===== config.mk =====
export PLATFORM = sky130hd
export DESIGN_NAME = cavlc_level_seq_flat
export DESIGN_NICKNAME = d
export VERILOG_FILES = /design/src/rtl/cavlc_level_seq_if.sv /design/src/rtl/cavlc_level_seq.sv /design/src/flat_wrapper.sv
export SDC_FILE = /design/constraint.sdc
export NUM_CORES = 1
export LEC_CHECK = 0
export ABC_AREA = 1
export CAP_MARGIN = 20
export CELL_PAD_IN_SITES_DETAIL_PLACEMENT = 1
export CELL_PAD_IN_SITES_GLOBAL_PLACEMENT = 1
export CORE_ASPECT_RATIO = 1.1
export CORE_MARGIN = 2
export CORE_UTILIZATION = 35
export DETAILED_ROUTE_END_ITERATION = 12
export PLACE_DENSITY_LB_ADDON = 0.1
export SKIP_LAST_GASP = 1
export SLEW_MARGIN = 20
export SYNTH_ARGS = -nofsm -noshare
export SYNTH_HDL_FRONTEND = slang
export SYNTH_SLANG_ARGS = --single-unit

===== constraint.sdc =====
create_clock -name clk -period 3.15 [get_ports clk]
set_input_delay 0.4725 -clock clk [delete_from_list [all_inputs] [get_ports clk]]
set_output_delay 0.4725 -clock clk [all_outputs]
set_load 0.005 [all_outputs]

===== src/rtl/cavlc_level_seq_if.sv =====
`default_nettype none
// ============================================================================
// Module   : cavlc_level_seq_if
// Purpose  : Bundles the block-input handshake, encoder control/status and
//            result handshake of the CAVLC level sequencer.
// Modports : master - the sequencer (drives controls, counts and results)
//            slave  - the surrounding environment (block source, encoder,
//                     result sink)
// Revision : 1.0 - initial release
// ============================================================================
interface cavlc_level_seq_if #(
  parameter int COEFF_W = 8,
  parameter int CODE_W  = 128,
  parameter int BIT_W   = 7
);
  // Block input handshake
  logic                      blk_valid;
  logic                      blk_ready;
  logic [15:0][COEFF_W-1:0]  blk_coeff;
  // Encoder control and status
  logic                      enc_rst;
  logic                      enc_load;
  logic                      start_enc;
  logic [1:0]                trailing_ones_cnt;
  logic [4:0]                total_coeff_cnt;
  logic [15:0][COEFF_W-1:0]  level_code_list;
  logic [4:0]                level_code_cnt;
  logic [CODE_W-1:0]         levelcode_code;
  logic [BIT_W-1:0]          levelcode_bit;
  // Result handshake
  logic                      out_valid;
  logic                      out_ready;
  logic [CODE_W-1:0]         out_code;
  logic [BIT_W-1:0]          out_bit;
  logic [4:0]                out_total_coeff;
  logic [1:0]                out_t1;

  modport master (
    input  blk_valid, blk_coeff, levelcode_code, levelcode_bit, out_ready,
    output blk_ready, enc_rst, enc_load, start_enc, trailing_ones_cnt,
           total_coeff_cnt, level_code_list, level_code_cnt,
           out_valid, out_code, out_bit, out_total_coeff, out_t1
  );

  modport slave (
    output blk_valid, blk_coeff, levelcode_code, levelcode_bit, out_ready,
    input  blk_ready, enc_rst, enc_load, start_enc, trailing_ones_cnt,
           total_coeff_cnt, level_code_list, level_code_cnt,
           out_valid, out_code, out_bit, out_total_coeff, out_t1
  );
endinterface
`default_nettype wire


===== src/rtl/cavlc_level_seq.sv =====
`default_nettype none
// ============================================================================
// Module   : cavlc_level_seq
// Purpose  : Sequences the CAVLC level-code encoder for one 4x4 block.
//            Scans the latched zig-zag coefficients from index 15 down to 0,
//            derives TotalCoeff / TrailingOnes / level list, steps the
//            encoder once per level and hands the captured bitstring out on
//            a valid/ready handshake.
// Ports    : clk        - clock
//            rst        - asynchronous reset, active-low
//            h264_reset - synchronous soft reset, active-high
//            bus        - cavlc_level_seq_if.master (block in, encoder
//                         control/status, result out)
// Revision : 1.0 - initial release
// ============================================================================
module cavlc_level_seq #(
  parameter int COEFF_W = 8,
  parameter int CODE_W  = 128,
  parameter int BIT_W   = 7
) (
  input  wire logic          clk,
  input  wire logic          rst,
  input  wire logic          h264_reset,
  cavlc_level_seq_if.master  bus
);

  typedef enum logic [2:0] {
    S_IDLE = 3'd0,
    S_SCAN = 3'd1,
    S_LOAD = 3'd2,
    S_ENC  = 3'd3,
    S_CAP  = 3'd4,
    S_DONE = 3'd5
  } state_t;

  state_t                    r_state;
  logic [3:0]                r_idx;
  logic [15:0][COEFF_W-1:0]  r_coeff;
  logic [1:0]                r_t1;
  logic                      r_t1_closed;
  logic [4:0]                r_total;
  logic [4:0]                r_lvl_cnt;
  logic [15:0][COEFF_W-1:0]  r_list;
  logic [4:0]                r_step;
  logic [CODE_W-1:0]         r_out_code;
  logic [BIT_W-1:0]          r_out_bit;
  logic [4:0]                r_out_total;
  logic [1:0]                r_out_t1;

  logic [COEFF_W-1:0]        w_c;
  logic                      w_nonzero;
  logic                      w_t1_take;
  logic                      w_enc_last;

  assign w_c        = r_coeff[r_idx];
  assign w_nonzero  = (w_c != '0);
  // A +/-1 only counts as a trailing one while no larger level has been seen
  // yet in reverse-scan order and fewer than three have been collected.
  assign w_t1_take  = ((w_c == COEFF_W'(1)) || (w_c == {COEFF_W{1'b1}})) &&
                      !r_t1_closed && (r_t1 != 2'd3);
  // Counts go up to 16, so compare step+1 against the 5-bit level count.
  assign w_enc_last = ((r_step + 5'd1) == r_lvl_cnt);

  always_ff @(posedge clk or negedge rst) begin
    if (!rst) begin
      r_state     <= S_IDLE;
      r_idx       <= '0;
      r_coeff     <= '0;
      r_t1        <= '0;
      r_t1_closed <= 1'b0;
      r_total     <= '0;
      r_lvl_cnt   <= '0;
      r_list      <= '0;
      r_step      <= '0;
      r_out_code  <= '0;
      r_out_bit   <= '0;
      r_out_total <= '0;
      r_out_t1    <= '0;
    end else if (h264_reset) begin
      r_state     <= S_IDLE;
      r_idx       <= '0;
      r_coeff     <= '0;
      r_t1        <= '0;
      r_t1_closed <= 1'b0;
      r_total     <= '0;
      r_lvl_cnt   <= '0;
      r_list      <= '0;
      r_step      <= '0;
      r_out_code  <= '0;
      r_out_bit   <= '0;
      r_out_total <= '0;
      r_out_t1    <= '0;
    end else begin
      case (r_state)
        S_IDLE: begin
          if (bus.blk_valid) begin
            r_coeff     <= bus.blk_coeff;
            r_t1        <= '0;
            r_t1_closed <= 1'b0;
            r_total     <= '0;
            r_lvl_cnt   <= '0;
            r_list      <= '0;
            r_idx       <= 4'd15;
            r_state     <= S_SCAN;
          end
        end
        S_SCAN: begin
          if (w_nonzero) begin
            r_total <= r_total + 5'd1;
            if (w_t1_take) begin
              r_t1 <= r_t1 + 2'd1;
            end else begin
              r_list[r_lvl_cnt[3:0]] <= w_c;
              r_lvl_cnt              <= r_lvl_cnt + 5'd1;
              r_t1_closed            <= 1'b1;
            end
          end
          if (r_idx == 4'd0) begin
            r_state <= S_LOAD;
          end else begin
            r_idx <= r_idx - 4'd1;
          end
        end
        S_LOAD: begin
          r_step  <= '0;
          r_state <= (r_lvl_cnt != 5'd0) ? S_ENC : S_CAP;
        end
        S_ENC: begin
          r_step <= r_step + 5'd1;
          if (w_enc_last) begin
            r_state <= S_CAP;
          end
        end
        S_CAP: begin
          r_out_code  <= bus.levelcode_code;
          r_out_bit   <= bus.levelcode_bit;
          r_out_total <= r_total;
          r_out_t1    <= r_t1;
          r_state     <= S_DONE;
        end
        S_DONE: begin
          if (bus.out_ready) begin
            r_state <= S_IDLE;
          end
        end
        default: r_state <= S_IDLE;
      endcase
    end
  end

  // Control strobes are pure decodes of registered state.
  assign bus.blk_ready         = (r_state == S_IDLE);
  assign bus.enc_rst           = (r_state == S_SCAN) && (r_idx == 4'd15);
  assign bus.enc_load          = (r_state == S_LOAD);
  assign bus.start_enc         = (r_state == S_ENC);
  assign bus.out_valid         = (r_state == S_DONE);

  assign bus.trailing_ones_cnt = r_t1;
  assign bus.total_coeff_cnt   = r_total;
  assign bus.level_code_list   = r_list;
  assign bus.level_code_cnt    = r_lvl_cnt;
  assign bus.out_code          = r_out_code;
  assign bus.out_bit           = r_out_bit;
  assign bus.out_total_coeff   = r_out_total;
  assign bus.out_t1            = r_out_t1;

endmodule
`default_nettype wire


===== src/flat_wrapper.sv =====
// flat-port wrapper written by rule: the top's interface ports become plain ports
module cavlc_level_seq_flat 
#(
  parameter int COEFF_W = 8,
  parameter int CODE_W  = 128,
  parameter int BIT_W   = 7
)
  (clk, rst, h264_reset, bus_blk_valid, bus_blk_coeff, bus_levelcode_code, bus_levelcode_bit, bus_out_ready, bus_blk_ready, bus_enc_rst, bus_enc_load, bus_start_enc, bus_trailing_ones_cnt, bus_total_coeff_cnt, bus_level_code_list, bus_level_code_cnt, bus_out_valid, bus_out_code, bus_out_bit, bus_out_total_coeff, bus_out_t1);
  cavlc_level_seq_if #(.COEFF_W(COEFF_W), .CODE_W(CODE_W), .BIT_W(BIT_W)) bus_i ();
  input  wire logic clk;
  input  wire logic rst;
  input  wire logic h264_reset;
  input wire logic [$bits(bus_i.blk_valid)-1:0] bus_blk_valid;
  input wire logic [$bits(bus_i.blk_coeff)-1:0] bus_blk_coeff;
  input wire logic [$bits(bus_i.levelcode_code)-1:0] bus_levelcode_code;
  input wire logic [$bits(bus_i.levelcode_bit)-1:0] bus_levelcode_bit;
  input wire logic [$bits(bus_i.out_ready)-1:0] bus_out_ready;
  output wire logic [$bits(bus_i.blk_ready)-1:0] bus_blk_ready;
  output wire logic [$bits(bus_i.enc_rst)-1:0] bus_enc_rst;
  output wire logic [$bits(bus_i.enc_load)-1:0] bus_enc_load;
  output wire logic [$bits(bus_i.start_enc)-1:0] bus_start_enc;
  output wire logic [$bits(bus_i.trailing_ones_cnt)-1:0] bus_trailing_ones_cnt;
  output wire logic [$bits(bus_i.total_coeff_cnt)-1:0] bus_total_coeff_cnt;
  output wire logic [$bits(bus_i.level_code_list)-1:0] bus_level_code_list;
  output wire logic [$bits(bus_i.level_code_cnt)-1:0] bus_level_code_cnt;
  output wire logic [$bits(bus_i.out_valid)-1:0] bus_out_valid;
  output wire logic [$bits(bus_i.out_code)-1:0] bus_out_code;
  output wire logic [$bits(bus_i.out_bit)-1:0] bus_out_bit;
  output wire logic [$bits(bus_i.out_total_coeff)-1:0] bus_out_total_coeff;
  output wire logic [$bits(bus_i.out_t1)-1:0] bus_out_t1;
  assign bus_i.blk_valid = bus_blk_valid;
  assign bus_i.blk_coeff = bus_blk_coeff;
  assign bus_i.levelcode_code = bus_levelcode_code;
  assign bus_i.levelcode_bit = bus_levelcode_bit;
  assign bus_i.out_ready = bus_out_ready;
  assign bus_blk_ready = bus_i.blk_ready;
  assign bus_enc_rst = bus_i.enc_rst;
  assign bus_enc_load = bus_i.enc_load;
  assign bus_start_enc = bus_i.start_enc;
  assign bus_trailing_ones_cnt = bus_i.trailing_ones_cnt;
  assign bus_total_coeff_cnt = bus_i.total_coeff_cnt;
  assign bus_level_code_list = bus_i.level_code_list;
  assign bus_level_code_cnt = bus_i.level_code_cnt;
  assign bus_out_valid = bus_i.out_valid;
  assign bus_out_code = bus_i.out_code;
  assign bus_out_bit = bus_i.out_bit;
  assign bus_out_total_coeff = bus_i.out_total_coeff;
  assign bus_out_t1 = bus_i.out_t1;
  cavlc_level_seq #(.COEFF_W(COEFF_W), .CODE_W(CODE_W), .BIT_W(BIT_W)) u_core (.clk(clk), .rst(rst), .h264_reset(h264_reset), .bus(bus_i));
endmodule

== After elaboration in Yosys (flattened, before gate mapping) ==
Cells that the tools add are included.

* Register bits: 423
* Word-level logic and storage cells: 142

* Add/subtract/negate cells: 5
* Order comparisons: 3
* Eq/ne operators: 18
* Multiplexer cells: 52
* Reduce and logical (&&, ||, !) cells: 21

{| class="wikitable"
|+ Operator list
! kind !! count
|-
| $mux W128 || 9
|-
| $pmux W128 S2 || 1
|-
| $bwmux W128 || 1
|-
| $mux W5 || 9
|-
| $bmux W8 S4 || 1
|-
| $demux W8 S4 || 1
|-
| $pmux W5 S2 || 3
|-
| $mux W3 || 6
|-
| $pmux W3 S6 || 1
|-
| $mux W8 || 2
|-
| $add A5 B1 Y5 const B || 3
|-
| $mux W7 || 2
|-
| $mux W2 || 6
|-
| $mux W4 || 3
|-
| $ne A3 B2 Y1 const B || 4
|-
| $ne A3 B3 Y1 const B || 4
|-
| $reduce_and A4 Y1 || 3
|-
| $lt A4 B5 Y1 const B || 2
|-
| $eq A8 B1 Y1 const B || 1
|-
| $eq A8 B8 Y1 const B || 1
|-
| $pmux W4 S2 || 1
|-
| $reduce_bool A8 Y1 || 1
|-
| $eq A3 B2 Y1 const B || 2
|-
| $eq A3 B3 Y1 const B || 2
|-
| other kinds (20) || 30
|}

== Logic depth before layout (Yosys ltp) ==
Gate-level depths: netlist of run 1.

* Word-level depth: 10
* Depth in mapped cells: 20
* Depth with buffers taken out: 17

== Worst setup path after synthesis of run 1 ==
Ideal clock, no wire load.

* Kind: register to register
* Start: register u_core.r_idx[1]
* End: register u_core.r_list (netlist bit u_core.bus.level_code_list[100])
* Arrival time: 2,179 ps
* Data required time: 3,033 ps
* Path slack: 853 ps
* Stages on the path, launching flop included: 19
* Buffers on the path: 4
* Cell sequence: dfrtp_1 > buf_4 > nor2_4 > buf_6 > nand2_1 > a21oi_1 > nor2_1 > nand2_1 > nand2_2 > nor2_1 > nand3_2 > nor2_4 > nor2_8 > nand2_4 > nand2_4 > buf_6 > buf_6 > nand3_1 > nand2_1

* Word-level cells in the longest chain between the ends: 8
* Elaborated cells between the ends (all ways): 16

{| class="wikitable"
|+ Ends and longest elaborated chain
! item !! RTL line !! text
|-
| start: declaration || cavlc_level_seq.sv:37 || <nowiki>logic [3:0] r_idx;</nowiki>
|-
| start signal: assignment || cavlc_level_seq.sv:121 || <nowiki>r_idx <= r_idx - 4'd1;</nowiki>
|-
| $bmux W8 S4 (*) || cavlc_level_seq.sv:55 || <nowiki>assign w_c = r_coeff[r_idx];</nowiki>
|-
| $mux W8 (implied by the code) (*) || cavlc_level_seq.sv:55 ||
|-
| $eq A8 B1 Y1 or $eq A8 B8 Y1 (tied branches) || cavlc_level_seq.sv:59 || <nowiki>assign w_t1_take = ((w_c == COEFF_W'(1)) || (w_c == {COEFF_W{1'b1}})) &&</nowiki>
|-
| $logic_or A1 B1 Y1 || cavlc_level_seq.sv:59 ||
|-
| $logic_and A1 B1 Y1 || cavlc_level_seq.sv:59 ||
|-
| $logic_and A1 B1 Y1 || cavlc_level_seq.sv:60 || <nowiki>!r_t1_closed && (r_t1 != 2'd3);</nowiki>
|-
| $ne A3 B3 Y1 (no source line) || -- ||
|-
| $reduce_and A4 Y1 (no source line) || -- ||
|-
| end signal: indexed assignment || cavlc_level_seq.sv:113 || <nowiki>r_list[r_lvl_cnt[3:0]] <= w_c;</nowiki>
|-
| end: declaration || cavlc_level_seq.sv:43 || <nowiki>logic [15:0][COEFF_W-1:0] r_list;</nowiki>
|}

Every way passes the cells marked *; elsewhere a longest branch is shown, timed or not. The select of a mux whose other input is x is not followed.
A chain may end at the register's enable or synchronous reset.

== Worst setup path after layout of run 1 ==
* Start: register u_core.r_idx[0]
* End: register u_core.r_list (netlist bit u_core.bus.level_code_list[115])

Same word-level chain as after synthesis.

==> results of run 1 <==
registers in the layout, summed over array words and instances, names as in the netlist, 2 cells and up:
| register | cells |
|---|---|
| u_core.r_idx | 4 |
| u_core.bus.level_code_cnt | 5 |
| u_core.r_state | 3 |
| u_core.bus.trailing_ones_cnt | 2 |
| u_core.r_coeff | 128 |
| u_core.bus.level_code_list | 128 |
| u_core.r_step | 5 |
| u_core.bus.out_bit | 7 |
| u_core.bus.out_total_coeff | 5 |
| u_core.bus.out_t1 | 2 |
| u_core.bus.out_code | 128 |
| u_core.bus.total_coeff_cnt | 5 |
final cells by class:
type / count / area, um2
clock inverters: 18 / 184
multi-input cells: 1616 / 7540
fillers: 6559 / 28300
clock buffers: 69 / 1430
flip-flops and latches: 423 / 10600
inverters: 218 / 828
diodes: 5 / 12.5
well taps: 744 / 931
repair buffers: 599 / 6090
per-layer routing:
layer  vias up  GRT usage [%]  routed length [um]
met3       150           6.63                4970
li1       8867              -                   -
met1      9210           31.7               31300
met2       542           43.2               37100
met4        10           11.1                3210
met5         -              0                  59
where the power goes:
part           internal (mW)  leakage (nW)  total (mW)  switching (mW)
clock                   3.41         0.795        5.82            2.41
sequential              6.45          5.76        7.15           0.701
combinational           2.53          5.63        8.33            5.80
total                   12.4          12.2        21.3            8.91
repair_timing:
action	CTS	global route
hold buffers	1	0
endpoints found under the setup margin	0	240
resized for setup	0	6
hold endpoints to repair	49	0
per-stage QoR:
step | instance area, um2 | worst slack [ns]
floorplan | 19700 | 0.853
global placement | 25900 | 0.261
detailed placement | 25900 | 0.124
CTS | 27500 | 0.101
global route | 27600 | -0.0485
finish | 27600 | 0.208
worst paths after layout:
kind	startpoint	to
max in group asynchronous	rst	u_core.bus.out_code[102]
min	h264_reset	u_core.r_step[1]
max reg2reg	u_core.r_idx[0]	u_core.bus.level_code_list[115]
min in group asynchronous	rst	u_core.bus.level_code_list[2]
max	u_core.r_idx[0]	u_core.bus.level_code_list[115]
min reg2reg	u_core.bus.level_code_list[74]	u_core.bus.level_code_list[74]
cell usage in the layout (no fill, tap or decap), drive strengths merged, types with 2 or more instances in the layout:
master / count
nand2: 712
clkdlybuf4s50: 552
dfrtp: 423
nand3: 370
o21ai: 297
inv: 218
nor4: 88
nor2: 88
clkbuf: 70
buf: 45
a21oi: 14
clkinv: 12
xor2: 10
ha: 9
o22ai: 8
diode: 5
nor3: 5
nand3b: 4
bufinv: 3
clkinvlp: 3
or2: 3
o211ai: 2
o31ai: 2
tightest hold or removal path, cell delays in order:
cell and delay, ns:
buf_4 0.14, inv_8 0.05, nand3_1 0.08, o21ai_0 0.07
logic make-up (layout without fill, tap and decap cells):
logic type      count (synthesis)  in the layout  synth area share, %
buf+inv                       384            904                 8.34
compound gates                326            326                 8.43
simple gates                 1271           1271                 28.5
flops                         423            423                 53.7
fa+ha+maj                       9              9                0.571
xor+xnor                       10             10                0.444
other cells                     0              5                    0
==> flow_summary.json, run 1 <==
{
  "outcome": "complete, no violations",
  "hold_viol": 0,
  "drive_gt1_share_pct": 5.81,
  "pin_count": 555,
  "cts_tree": "yes",
  "power_density_nw_per_um2": 771,
  "groute.usage.overall_pct": 25.9,
  "worst_slew_pin_slew_ns": 1.01,
  "cp_top_family": "simple AND/OR/NAND/NOR gates",
  "final.setup.tns_ns": 0,
  "cp_max_fo": 32,
  "critPathRequiredTime_ns": 3.63,
  "synth_top_area_share_pct": 53.7,
  "fmax_ghz": 0.340,
  "peakVddDrop_mv": 0.636,
  "synth_flop_cell": "dfrtp_1",
  "root_buffer": "clkbuf_16",
  "critPathArrivalTime_ns": 3.42,
  "synthToLayoutAreaGrowth_pct": 40.0,
  "final_cells": 3692,
  "worstSetupEndpointType": "flop",
  "total_power_mw": 21.3,
  "grt_remaining_overflow": 0,
  "period_needed_ns": 2.94,
  "synth_area_um2": 19700,
  "r2r_cells": 18,
  "rows": 91,
  "synth_edf_count": 0,
  "placed_cells": 3598,
  "grt_pass1_wl_um": 117000,
  "rsz0062_at_grt": "true",
  "slew_violations": 0,
  "crit_chain": "inv_4 -> buf_4 -> nand2_1 -> nand3_1 -> nand2_1 -> nor2_1 -> nand2_1 -> nand2_2 -> nor2_1 -> nand2_1 -> nor2_4 -> nor2_8 -> nand2_2 -> nand2_4 -> buf_16 -> nand2_2 -> nand2_1 -> nand2_1",
  "drt-initial-drc-count": 1091,
  "async_reset_ff_share_pct": 100,
  "grt_pass1_vias": 19900,
  "path_buf_inv": 3,
  "die_h_um": 253,
  "ant_nets": 0,
  "max_stage_delay_ns": 0.45,
  "ys_seq_area_share_pct": 53.7,
  "fin_skew_ns": 0.0223,
  "synth_area_leaders": "dfrtp_1 54%, nand2_1 13%, nand3_1 9.3%, o21ai_0 6.2%, inv_1 4.0%",
  "clkTransAtPathRegs_ns": 0.06,
  "gp_congestion": 0.843,
  "hold_path_depth": 4,
  "synth_most_common_cell": "nand2_1",
  "yosysTopAreaCell": "dfrtp_1",
  "post_cts_buffers": 0,
  "antenna_found_initial": 10,
  "vias_per_cell": 5.09,
  "yosys_warnings": 0,
  "worst_path_most_repeated_cell": "nand2_1",
  "crit_path_start_kind": "flop",
  "hpwl_um": 54500,
  "clockBufferDepth": 3,
  "synth_seq_cells": 423,
  "clk_latency_ns": 0.59,
  "drt_pre_antenna_iters": 4,
  "num_vias": 18779,
  "nets": 3184,
  "grt_start_max_net_pins": 185,
  "yosys-top-cells-count": "691 x nand2_1, 423 x dfrtp_1, 366 x nand3_1, 246 x o21ai_0, 211 x inv_1",
  "finalSetupViolCount": 0,
  "synth.avg_cell_area_um2": 8.14,
  "fp.coreArea_um2": 55900,
  "crit_slowest_cell": "dfrtp_2",
  "synth_nets": 2700,
  "routed_wl_um": 76600,
  "numCtsBuffers": 49,
  "postSynthCellCount": 2423,
  "p_leak_nw": 12.2,
  "min_period_over_period_pct": 93.4,
  "clock-sinks": 423,
  "hold_ws_ns": 0.277,
  "wl_per_cell_um": 20.7,
  "drc": 0,
  "relSlewSlack_pct": 32.8,
  "min_path_type": "input port to flop",
  "die_area_um2": 58300,
  "synth_cell_types": 38,
  "maxCapViolations": 0,
  "reg2reg_slack_ns": 0.21,
  "io_buffer_count": 554,
  "final_util_pct": 49.4,
  "initial_core_util_pct": 35.3,
  "die_w_um": 230,
  "path_depth": 18,
  "crit_type": "flop to flop",
  "cts.htree.levels": 2
}
Power figures use the tool's default switching activity.
==> inputs of run 2 (changes only) <==
Settings changed: HOLD_SLACK_MARGIN from default to 0.12.
==> results of run 2 <==
No change in the layout: final DEF, timing and power equal those of run 1.
==> inputs of run 3 (changes only) <==
Settings changed: CORE_MARGIN 2 to 10.
==> run 3 against run 2 <==
Effect of this change:
- flip-flop and latch count did not move
- count of clock-buffer cells in the layout is 8 higher
- highest routed layer unchanged
- die area up 14%
- sequential share of layout area down 0.13 points
- sequential power is 0.6% higher
- largest power group unchanged
- wire length increased by 8.8%
- cell area up 0.34%
==> flow_summary.json, run 3 (same netlist as run 1, synthesis figures left out) <==
{
  "grt_start_max_net_pins": 191,
  "final_util_pct": 49.5,
  "clk_latency_ns": 0.60,
  "outcome": "complete, no violations",
  "clock-sinks": 423,
  "root_buffer": "clkbuf_16",
  "total_power_mw": 21.6,
  "relSlewSlack_pct": 32.8,
  "min_path_type": "input port to flop",
  "crit_path_start_kind": "flop",
  "slew_violations": 0,
  "die_w_um": 246,
  "die_h_um": 269,
  "routed_wl_um": 83400,
  "ant_nets": 0,
  "drc": 0,
  "cts.htree.levels": 2,
  "fin_ws_ns": 0.199,
  "post_cts_buffers": 0,
  "critPathArrivalTime_ns": 3.43,
  "switching_share_pct": 42.0,
  "pin_count": 555,
  "cts_tree": "yes",
  "rows": 91,
  "crit_chain": "buf_6 -> nand2_1 -> nand3_1 -> nand2_1 -> nor2_1 -> nand2_1 -> nand2_2 -> nor2_1 -> nand3_2 -> nor2_4 -> nor2_8 -> nand2_2 -> nand2_4 -> buf_12 -> nand2_2 -> nand2_1 -> nand2_1",
  "switching_power_mw": 9.06,
  "clockBufferDepth": 3,
  "nets": 3192,
  "fmax_ghz": 0.339,
  "hold_ws_ns": 0.208,
  "clkTransAtPathRegs_ns": 0.06,
  "power_density_nw_per_um2": 779,
  "crit_start": "u_core.r_idx[0]",
  "final_common_cell": "nand2_1",
  "numCtsBuffers": 49,
  "clkPwrFrac_pct": 27.0,
  "io_buffer_count": 554,
  "p_leak_nw": 12.2,
  "grt_remaining_overflow": 0,
  "placed_cells": 3605,
  "hold_viol": 0,
  "cp_top_family": "simple AND/OR/NAND/NOR gates",
  "crit_type": "flop to flop",
  "min_period_over_period_pct": 93.7,
  "grt_pass1_vias": 20137,
  "worst_path_most_repeated_cell": "nand2_1",
  "combPwrFrac_pct": 39.7,
  "rr_startpoint": "u_core.r_idx[0]",
  "drt_pre_antenna_iters": 5,
  "worst_slew_pin_slew_ns": 1.01,
  "worstSetupEndpointType": "flop",
  "fin_skew_ns": 0.0164,
  "peakVddDrop_mv": 0.509,
  "die_area_um2": 66200,
  "grt_pass1_wl_um": 125000,
  "finalSetupViolCount": 0,
  "dpl-instance-area_um2": 26000,
  "final_cell_area_um2": 27700,
  "hpwl_um": 60900,
  "vias_per_cell": 5.09,
  "drt-initial-drc-count": 1203,
  "crit_slowest_cell": "dfrtp_2",
  "hold_start": "h264_reset",
  "path_buf_inv": 2,
  "gp_congestion": 0.865,
  "drive_gt1_share_pct": 5.79,
  "num_vias": 18830,
  "max_stage_delay_ns": 0.47,
  "final_cells": 3702,
  "final_cell_mix": "690 x nand2_1, 552 x clkdlybuf4s50_1, 422 x dfrtp_1",
  "maxCapViolations": 0,
  "period_needed_ns": 2.95,
  "place_ws_ns": 0.111,
  "fp.coreArea_um2": 55900,
  "p_int_mw": 12.5,
  "final.setup.tns_ns": 0,
  "wl_per_cell_um": 22.5,
  "cp_max_fo": 55,
  "critPathRequiredTime_ns": 3.63,
  "synthToLayoutAreaGrowth_pct": 40.5,
  "antenna_found_initial": 7,
  "seq_power_share_pct": 33.3,
  "groute.usage.overall_pct": 24.5,
  "rsz0062_at_grt": "false",
  "initial_core_util_pct": 35.3
}
==> run 3: cell types whose count changed in the layout (fill, tap and decap cells not counted), moves of 2 or more <==
cell      delta
diode_2      +2
buf_4        +4
clkbuf_1     +7
buf_12       +3
clkinv_2     -5
==> run 3: path summary, 6_finish.rpt <==
path                                             endpoint  slack [ns]  cells past startpoint
setup / recovery           u_core.bus.level_code_list[33]        0.20                     17
hold / removal                          u_core.r_state[1]        0.21                      2
setup reg to reg           u_core.bus.level_code_list[33]        0.20                     17
hold reg to reg            u_core.bus.level_code_list[30]        0.47                      2
max in group asynchronous         u_core.bus.out_code[91]        1.69                      3
min in group asynchronous              u_core.r_coeff[63]        0.39                      2
==> run 3: worst register-to-register path, delay by kind of cell (launching register included) <==
family                 cells  cell delay, ns
buffers and inverters      2            0.55
flip-flops                 1            0.47
AND/OR/NAND/NOR           15            1.83
==> run 3: cell type report <==
cell class                      instances  area (um2)
Timing Repair Buffer                  607        6190
Clock buffer                           77        1470
Sequential cell                       423       10600
Multi-Input combinational cell       1616        7530
Fill cell                            6538       28200
Antenna cell                            7        17.5
Inverter                              218         837
Clock inverter                         10         135
Tap cell                              744         931
==> run 3: layer usage <==
layer | up-vias | routed length [um] | track usage [%]
met1 | 9270 | 34000 | 29.6
met5 | - | 26 | 0
met3 | 115 | 6890 | 8.26
met4 | 4 | 2440 | 7.61
met2 | 558 | 40000 | 40.6
li1 | 8883 | - | -
==> run 3: repair_timing <==
action	in CTS	in global routing
endpoints found under the hold margin	36	0
endpoints found under the setup margin	0	218
hold buffers	1	0
resized for setup	0	10
==> run 3: power by group through the flow <==
stage                     sequential (mW)  clock, mW  combinational, mW
after global placement               7.21          0               8.25
after floorplan                      6.99          0               5.11
final                                7.19       5.82               8.58
after detailed placement             7.24          0               8.43
after global routing                 7.31       6.20               9.47
after CTS                            7.17       5.95               8.48
==> edit, RTL diff (flow settings as in run 2) <==
`BIT_W` is set to 7 in 3 places; all go to 9.
--- a/src/rtl/cavlc_level_seq_if.sv
+++ b/src/rtl/cavlc_level_seq_if.sv
@@ -13,3 +13,3 @@
   parameter int CODE_W  = 128,
-  parameter int BIT_W   = 7
+  parameter int BIT_W   = 9
 );
--- a/src/rtl/cavlc_level_seq.sv
+++ b/src/rtl/cavlc_level_seq.sv
@@ -18,3 +18,3 @@
   parameter int CODE_W  = 128,
-  parameter int BIT_W   = 7
+  parameter int BIT_W   = 9
 ) (
--- a/src/flat_wrapper.sv
+++ b/src/flat_wrapper.sv
@@ -5,3 +5,3 @@
   parameter int CODE_W  = 128,
-  parameter int BIT_W   = 7
+  parameter int BIT_W   = 9
 )
Interface: changed (resized bus_levelcode_bit and bus_out_bit); port bits go from 555 to 559. The function was not compared with the original's and may differ.
==> edit against run 2 <==
  * Count of clock-buffer cells in the layout is 6 higher
  * Power grew 4.0%
  * Sequential cell count is 2 higher
  * Setup slack got worse by 0.0027 ns
  * Synthesized area fell by 0.13%
  * Final cell count increased by 1.1%
  * Wire length increased by 0.37%
  * Final area up 1.6%
  * Largest cell class unchanged
==> edit: results <==
export IMPL_status="complete, no violations"
export IMPL_synth_area_leaders="dfrtp_1 54%, nand2_1 13%, nand3_1 9.7%"
export IMPL_cp_arrival_ns=3.41
export IMPL_path_class="register to register"
export IMPL_cp_max_fo=60
export IMPL_timing_rr_start="u_core.r_idx[0]$_DFFE_PN0P_"
export IMPL_grt_pass1_vias=19896
export IMPL_p_int_mw=13.0
export IMPL_grtUsageTotal=0.258
export IMPL_peakVddDrop_mv=0.540
export IMPL_yosysUniqueCellTypes=37
export IMPL_vias_per_cell=5.05
export IMPL_period_needed_ns=2.94
export IMPL_leakage_nw=12.4
export IMPL_port_buffers=558
export IMPL_grt_max_degree=145
export IMPL_wirelength_um=76900
export IMPL_synth_top_cells_by_count="685 x nand2_1, 425 x dfrtp_1, 382 x nand3_1, 298 x o21ai_0, 211 x inv_1"
export IMPL_r2r_end="u_core.bus.level_code_list[75]$_DFFE_PN0P_"
export IMPL_skew_ns=0.0189
export IMPL_nets=3219
export IMPL_tightestPinTransition_ns=0.909
export IMPL_synthesis_nets=2699
export IMPL_layout_drive_gt1_share=0.0661
export IMPL_max_stage_delay_ns=0.41
export IMPL_antenna_found_initial=9
export IMPL_dpl_worst_slack_ns=0.0385
export IMPL_first_pass_iters=4
export IMPL_post_dp_hpwl_um=55300
export IMPL_grt_pass1_wl_um=117000
export IMPL_fillers=6603
export IMPL_finalWeightedCongestion=0.849
export IMPL_drt_initial_drc_count=1058
export IMPL_reg2regPathDepth=17
export IMPL_clk_latency_ns=0.60
export IMPL_synth_seq_area_share=0.540
export IMPL_slowest_stage="dfrtp_2"
export IMPL_async_flop_share=1.00
## edit: cell type report
type	instances	share of cell area
inverter	225	0.0304
sequential	425	0.379
multi-input combinational	1612	0.267
timing repair buffer	627	0.227
clock inverter	16	0.00745
tap	744	0.0332
antenna	8	0.000714
clock buffer	75	0.0548
## edit: tightest hold or removal path, stage by stage
cell	delay (ns)
clkdlybuf4s50_1	0.39
nand2_1	0.06
o21ai_0	0.07
## edit: worst min-delay path by stage
stage                                                           from                                    endpoint  slack [ns]  cells after the start
after floorplan                                                  rst    u_core.bus.level_code_cnt[0]$_DFFE_PN0P_        0.18                      0
after global placement    u_core.bus.level_code_list[89]$_DFFE_PN0P_  u_core.bus.level_code_list[89]$_DFFE_PN0P_        0.46                      2
after detailed placement  u_core.bus.level_code_list[82]$_DFFE_PN0P_  u_core.bus.level_code_list[82]$_DFFE_PN0P_        0.46                      2
after CTS                                                 h264_reset              u_core.r_t1_closed$_DFFE_PN0P_        0.41                      4
after global routing                          bus_levelcode_code[15]         u_core.bus.out_code[15]$_DFFE_PN0P_        0.46                      3
final                                              bus_blk_coeff[51]              u_core.r_coeff[51]$_DFFE_PN0P_        0.46                      3
## edit: what timing repair did
item | in CTS | in global routing
gates resized for setup | 0 | 7
setup buffers | 0 | 6
hold endpoints to repair | 71 | 0
hold buffers | 1 | 0
setup endpoints to repair | 0 | 227
## edit: kinds of logic (layout without fill, tap and decap cells)
group	count (synthesis)	in the layout	synth area share
adders and majority gates	9	9	0.00572
AOI/OAI and AO/OA	324	324	0.0838
DFF	425	425	0.540
and+or+nand+nor	1268	1269	0.284
xor gates and xnor gates	10	10	0.00445
buffers and inverters	384	943	0.0816
other	0	8	0
## edit: power by group through the flow
stage	sequential, mW	clock, mW	combinational (mW)
after floorplan	7.10	0	5.04
final	7.25	6.15	8.74
after global placement	7.28	0	8.34
after CTS	7.24	6.30	8.57
after detailed placement	7.32	0	8.53
after global routing	7.37	6.49	9.65
## edit: stage by stage
| step | hold slack (ns) | utilization | area [um2] | cells |
|---|---|---|---|---|
| after detailed placement | 0.461 | 0.468 | 26100 | 3624 |
| after global routing | 0.457 | 0.502 | 28000 | 3732 |
| after floorplan | 0.177 | - | 19700 | 2420 |
| final | 0.460 | 0.502 | 28000 | 3732 |
| after CTS | 0.407 | 0.499 | 27900 | 3716 |
| after global placement | 0.457 | 0.468 | 26100 | 3624 |
## edit: per-layer routing
metal / global-route usage / vias up / part of all wire / wire (um)
met1: 0.325 / 9351 / 0.42 / 32000
met5: 0 / - / 0.00017 / 13
met4: 0.0995 / 2 / 0.036 / 2750
met3: 0.0389 / 136 / 0.040 / 3090
li1: - / 8924 / - / -
met2: 0.447 / 446 / 0.51 / 39000
